==> config.mk <==
export PLATFORM = sky130hd
export DESIGN_NAME = sdram_wrbuf
export DESIGN_NICKNAME = d
export VERILOG_FILES = /design/src/rtl/sdram_wrbuf.sv
export SDC_FILE = /design/constraint.sdc
export NUM_CORES = 1
export LEC_CHECK = 0
export BUFFER_PORTS_ARGS = -buffer_cell sky130_fd_sc_hd__buf_2
export CAP_MARGIN = 25
export CORE_MARGIN = 5
export CORE_UTILIZATION = 64
export DETAILED_ROUTE_END_ITERATION = 7
export PLACE_DENSITY = 0.93
export SYNTH_ARGS = -nofsm -noshare
export SYNTH_HDL_FRONTEND = slang
export SYNTH_SLANG_ARGS = --single-unit
==> constraint.sdc <==
create_clock -name clk -period 13.6 [get_ports clk]
set_input_delay 0.68 -clock clk [delete_from_list [all_inputs] [get_ports clk]]
set_output_delay 0.68 -clock clk [all_outputs]
set_load 0.005 [all_outputs]
==> src/rtl/sdram_wrbuf.sv <==
// rtl/sdram_wrbuf.sv - posted-write FIFO ahead of an SDRAM toggle-handshake request port
// Optional read-after-write forwarding is built when SDRAM_WRBUF_RAW_FWD_EN is defined.
module sdram_wrbuf #(
    parameter int DEPTH_LOG2 = 3
) (
    input  logic        clk,
    input  logic        reset,
    input  logic [24:1] cpu_addr,
    input  logic [15:0] cpu_din,
    input  logic        cpu_wrl,
    input  logic        cpu_wrh,
    input  logic        cpu_req,
    output logic        cpu_busy,
    output logic [15:0] cpu_dout,
    output logic        cpu_rdy,
    output logic [24:1] ram_addr,
    output logic [15:0] ram_din,
    output logic        ram_wrl,
    output logic        ram_wrh,
    output logic        ram_req,
    input  logic        ram_ack,
    input  logic [15:0] ram_dout
);
    localparam int DEPTH = 1 << DEPTH_LOG2;
    localparam int PW    = DEPTH_LOG2 + 1;

    typedef enum logic [1:0] {IDLE = 2'd0, WR_WAIT = 2'd1, RD_WAIT = 2'd2} state_t;
    state_t state_q, state_d;

    // Entry layout: {addr[41:18], din[17:2], wrh[1], wrl[0]}
    logic [41:0]   fifo_q [DEPTH];
    logic [PW-1:0] wr_ptr_q, wr_ptr_d, rd_ptr_q, rd_ptr_d;
    logic          rd_pend_q, rd_pend_d;
    logic [24:1]   rd_addr_q, rd_addr_d;
    logic [24:1]   ram_addr_q, ram_addr_d;
    logic [15:0]   ram_din_q, ram_din_d;
    logic          ram_wrl_q, ram_wrl_d, ram_wrh_q, ram_wrh_d;
    logic          ram_req_q, ram_req_d;
    logic [15:0]   cpu_dout_q, cpu_dout_d;
    logic          cpu_rdy_q, cpu_rdy_d;

    logic        full, empty, done, wr_acc, rd_acc;
    logic [41:0] head;
    logic        fwd_hit;
    logic [15:0] fwd_data;

    assign full     = (wr_ptr_q ^ rd_ptr_q) == {1'b1, {DEPTH_LOG2{1'b0}}};
    assign empty    = wr_ptr_q == rd_ptr_q;
    assign done     = ram_ack == ram_req_q;
    assign cpu_busy = full | rd_pend_q | (state_q == RD_WAIT);
    assign wr_acc   = cpu_req & ~cpu_busy & (cpu_wrl | cpu_wrh);
    assign rd_acc   = cpu_req & ~cpu_busy & ~cpu_wrl & ~cpu_wrh;
    assign head     = fifo_q[rd_ptr_q[DEPTH_LOG2-1:0]];

`ifdef SDRAM_WRBUF_RAW_FWD_EN
    logic [PW-1:0]         occ;
    logic [DEPTH_LOG2-1:0] idx;

    // Scan oldest to newest so the last match wins, i.e. the newest write to that address.
    always_comb begin
        fwd_hit  = 1'b0;
        fwd_data = '0;
        occ      = wr_ptr_q - rd_ptr_q;
        idx      = '0;
        for (int i = 0; i < DEPTH; i++) begin
            idx = rd_ptr_q[DEPTH_LOG2-1:0] + DEPTH_LOG2'(i);
            if (PW'(i) < occ && fifo_q[idx][41:18] == cpu_addr) begin
                fwd_hit  = fifo_q[idx][1] & fifo_q[idx][0];
                fwd_data = fifo_q[idx][17:2];
            end
        end
    end
`else
    assign fwd_hit  = 1'b0;
    assign fwd_data = '0;
`endif

    always_ff @(posedge clk or posedge reset) begin
        if (reset) state_q <= IDLE;
        else       state_q <= state_d;
    end

    always_comb begin
        state_d = state_q;
        case (state_q)
            IDLE: begin
                if (!empty)        state_d = WR_WAIT;
                else if (rd_pend_q) state_d = RD_WAIT;
            end
            WR_WAIT, RD_WAIT: if (done) state_d = IDLE;
            default: state_d = IDLE;
        endcase
    end

    always_comb begin
        wr_ptr_d   = wr_ptr_q + PW'(wr_acc);
        rd_ptr_d   = rd_ptr_q;
        rd_pend_d  = rd_pend_q;
        rd_addr_d  = rd_addr_q;
        ram_addr_d = ram_addr_q;
        ram_din_d  = ram_din_q;
        ram_wrl_d  = ram_wrl_q;
        ram_wrh_d  = ram_wrh_q;
        ram_req_d  = ram_req_q;
        cpu_dout_d = cpu_dout_q;
        cpu_rdy_d  = 1'b0;
        if (rd_acc) begin
            if (fwd_hit) begin
                cpu_dout_d = fwd_data;
                cpu_rdy_d  = 1'b1;
            end else begin
                rd_pend_d = 1'b1;
                rd_addr_d = cpu_addr;
            end
        end
        case (state_q)
            IDLE: begin
                if (!empty) begin
                    ram_addr_d = head[41:18];
                    ram_din_d  = head[17:2];
                    ram_wrh_d  = head[1];
                    ram_wrl_d  = head[0];
                    ram_req_d  = ~ram_req_q;
                end else if (rd_pend_q) begin
                    ram_addr_d = rd_addr_q;
                    ram_wrh_d  = 1'b0;
                    ram_wrl_d  = 1'b0;
                    ram_req_d  = ~ram_req_q;
                end
            end
            WR_WAIT: if (done) rd_ptr_d = rd_ptr_q + PW'(1);
            RD_WAIT: begin
                if (done) begin
                    cpu_dout_d = ram_dout;
                    cpu_rdy_d  = 1'b1;
                    rd_pend_d  = 1'b0;
                end
            end
            default: ;
        endcase
    end

    always_ff @(posedge clk or posedge reset) begin
        if (reset) begin
            wr_ptr_q   <= '0;
            rd_ptr_q   <= '0;
            rd_pend_q  <= 1'b0;
            rd_addr_q  <= '0;
            ram_addr_q <= '0;
            ram_din_q  <= '0;
            ram_wrl_q  <= 1'b0;
            ram_wrh_q  <= 1'b0;
            ram_req_q  <= 1'b0;
            cpu_dout_q <= '0;
            cpu_rdy_q  <= 1'b0;
        end else begin
            wr_ptr_q   <= wr_ptr_d;
            rd_ptr_q   <= rd_ptr_d;
            rd_pend_q  <= rd_pend_d;
            rd_addr_q  <= rd_addr_d;
            ram_addr_q <= ram_addr_d;
            ram_din_q  <= ram_din_d;
            ram_wrl_q  <= ram_wrl_d;
            ram_wrh_q  <= ram_wrh_d;
            ram_req_q  <= ram_req_d;
            cpu_dout_q <= cpu_dout_d;
            cpu_rdy_q  <= cpu_rdy_d;
        end
    end

    // Storage needs no reset: the pointers define which entries are live.
    always_ff @(posedge clk) begin
        if (wr_acc) fifo_q[wr_ptr_q[DEPTH_LOG2-1:0]] <= {cpu_addr, cpu_din, cpu_wrh, cpu_wrl};
    end

    assign ram_addr = ram_addr_q;
    assign ram_din  = ram_din_q;
    assign ram_wrl  = ram_wrl_q;
    assign ram_wrh  = ram_wrh_q;
    assign ram_req  = ram_req_q;
    assign cpu_dout = cpu_dout_q;
    assign cpu_rdy  = cpu_rdy_q;
endmodule

==> impl_metrics.json <==
{
  "dp_hpwl_um": 20500,
  "worst_slew_pin_slew_ps": 959,
  "slew_violations": 0,
  "ios": 123,
  "wire_per_inst_um": 27.4,
  "max_slew_margin": 0.361,
  "cts_max_level": 2,
  "clkSlewWorstSetupHoldPaths_ps": 60,
  "num_vias": 8238,
  "path_delay_family": "simple AND/OR/NAND/NOR gates",
  "die-height_um": 171,
  "setup_viol": 0,
  "pwr_density_cell_mw_per_mm2": 217,
  "synth_common_cells": "336 x edfxtp_1, 95 x dfrtp_1, 84 x mux4_2, 42 x mux2i_1, 36 x nand2_1",
  "syn-instance-count": 783,
  "setup_slack_ps": 9560,
  "fill_cells": 1385,
  "drive_gt1_frac": 0.386,
  "synth.top_cell.area_share": 0.607,
  "cts_hold_buf": 0,
  "fin_area_mm2": 0.0190,
  "switching_share": 0.301,
  "period_needed_ps": 4040,
  "dr.pass1.iters": 5,
  "endpoint_kind": "flop",
  "rows": 59,
  "die-area_mm2": 0.0293,
  "grt_max_degree": 70,
  "pre_cts_slack_ps": 9590,
  "cts_buffers": 41,
  "synth_top_flop_cell": "edfxtp_1",
  "ys_seq_elements": 431,
  "drtIter0Drc": 902,
  "crit_buf_inv": 2,
  "routed_wl_um": 35300,
  "cts_resized": 0,
  "yosysUniqueCellTypes": 43,
  "status": "finished, final reports clean",
  "grt_pass1_vias": 8611,
  "initial_core_util": 0.643,
  "crit_chain": "buf_12, xor2_4, o41ai_4, or3b_1, nor3_2, buf_4",
  "core_area_mm2": 0.0258,
  "cts_max_path_buffers": 3,
  "fmax_mhz": 248,
  "power_frac_clock": 0.267,
  "final.setup.tns_ps": 0,
  "synth_area_leaders": "edfxtp_1 61%, dfrtp_1 14%, mux4_2 11%",
  "area_delta_synth_final_pct": 14.2,
  "antennaDiodeCount": 0,
  "holdCritPathClass": "input port to asynchronous set/reset pin",
  "antenna_found_initial": 2,
  "internal_power_mw": 2.88,
  "place_area_mm2": 0.0176,
  "gp_congestion": 0.761,
  "critPathMaxStageDelay_ps": 840,
  "arrival_ps": 4190,
  "rrSetupSlack_ps": 9560,
  "synth_edf_count": 336,
  "worst-setup-path-type": "flop to flop",
  "yosysMostFrequentCell": "edfxtp_1",
  "grt_util_all_layers": 0.247,
  "critPathMaxFanout": 35,
  "ys_seq_area_frac": 0.750,
  "cts_setup_buffers": 0,
  "root_buffer": "clkbuf_16",
  "cp_data_required_time_ps": 13750,
  "nets": 991,
  "via_per_inst": 6.40,
  "ys_warn_count": 0,
  "grt_pass1_wl_um": 53300,
  "power_mw": 4.12,
  "io_buffers": 122,
  "start_kind": "flop",
  "crit_slowest_cell": "dfrtp_4",
  "worst_skew_pair.late_latency_ps": 530,
  "rsz0062_at_grt": "false",
  "cts_num_sinks": 431,
  "route.detailed.drc": 0,
  "avgSynthCellArea_um2": 21.2,
  "die_width_um": 171,
  "power_frac_seq": 0.448,
  "cts_tree": "built",
  "ir_worst_vdd_mv": 0.138,
  "final_hold_viol_count": 0,
  "pwr-share-comb": 0.285,
  "maxCapViolations": 0,
  "skew_ps": 17.1,
  "power.leakage_nw": 6.88,
  "antenna_left": 0,
  "async_flop_share": 0.220,
  "gr-total-overflow": 0,
  "synth_nets": 851,
  "power.switching_mw": 1.24,
  "post-route-period-util": 0.297,
  "synth_top_area_cell": "edfxtp_1",
  "netlist_area_mm2": 0.0166
}
==> per-stage QoR <==
stage	hold slack [ps]	util	cells
CTS	215	0.732	1286
finish	204	0.734	1288
detailed placement	468	0.681	1213
global placement	461	0.680	1211
global route	256	0.734	1288
floorplan	473	-	783
==> flip-flops by register name (all words and copies together), names as in the netlist, 2 cells and up <==
| name | cells |
|---|---|
| ram_addr | 24 |
| wr_ptr_q | 4 |
| rd_ptr_q | 4 |
| cpu_dout | 16 |
| ram_din | 16 |
| fifo_q | 336 |
| state_q | 2 |
| rd_addr_q | 24 |
==> routing by layer <==
layer  global-route usage  up-vias  share of wire  wire length, um
li1                     -     3446              -                -
met1                0.333     4258           0.37            13100
met2                0.416      451           0.51            18200
met3               0.0471       79          0.080             2820
met4               0.0820        4          0.035             1240
met5                    0        -        0.00054               19
==> power by group through the flow <==
stage,Combinational [mW],Sequential [mW],Clock (mW)
floorplan,0.896,1.76,0
global placement,1.03,1.90,0
detailed placement,1.09,1.92,0
CTS,1.12,1.91,1.12
global route,1.26,1.87,1.17
finish,1.17,1.85,1.10
==> worst paths after layout <==
check                                         from  cells past startpoint                  endpoint
min in group clk                       ram_dout[5]                      2   cpu_dout[5]$_DFFE_PP0P_
max                        rd_ptr_q[1]$_DFFE_PP0P_                      6   fifo_q[6][30]$_DFFE_PP_
min reg2reg                ram_din[14]$_DFFE_PP0P_                      2   ram_din[14]$_DFFE_PP0P_
max in group asynchronous                    reset                      3   rd_ptr_q[2]$_DFFE_PP0P_
max reg2reg                rd_ptr_q[1]$_DFFE_PP0P_                      6   fifo_q[6][30]$_DFFE_PP_
min                                          reset                      2  cpu_dout[11]$_DFFE_PP0P_
==> area by class of cell <==
type	count	area [um^2]	area share
Multi-Input combinational cell	303	3930	0.207
Tap cell	335	419	0.0221
Timing Repair Buffer	139	798	0.0421
Sequential cell	431	12500	0.658
Clock buffer	54	1150	0.0609
Inverter	7	28.8	0.00152
Clock inverter	19	160	0.00844
==> cell usage in the layout (no fill, tap or decap), types with 2 or more instances in the layout <==
master,n
clkinvlp_4,2
nand3_1,4
dfrtp_1,92
nand2_1,36
mux2_2,22
a221o_1,8
nor4b_4,2
mux4_2,84
edfxtp_1,336
ha_1,6
and4b_2,2
bufinv_16,2
mux2i_1,42
clkbuf_16,41
nor2b_1,2
buf_16,2
inv_1,5
o2bb2ai_1,2
a21oi_1,3
o41ai_4,2
clkinv_4,3
xnor2_1,6
buf_4,13
nor2_1,11
clkbuf_1,5
dfrtp_4,3
xor2_4,3
o21ai_0,17
buf_2,122
mux2_4,19
clkbuf_8,8
o221a_2,16
xor2_1,3
clkinv_2,11
==> logic make-up (layout without fill, tap and decap cells) <==
| group | after synthesis | in the layout | share of synthesized area |
|---|---|---|---|
| DFF | 431 | 431 | 0.750 |
| muxes | 167 | 167 | 0.171 |
| and+or+nand+nor | 66 | 66 | 0.0202 |
| AOI/OAI and AO/OA | 52 | 52 | 0.0281 |
| buffers and inverters | 49 | 219 | 0.0157 |
| xor gates and xnor gates | 12 | 12 | 0.00972 |
| adders and majority gates | 6 | 6 | 0.00452 |
Power figures use the tool's default switching activity.
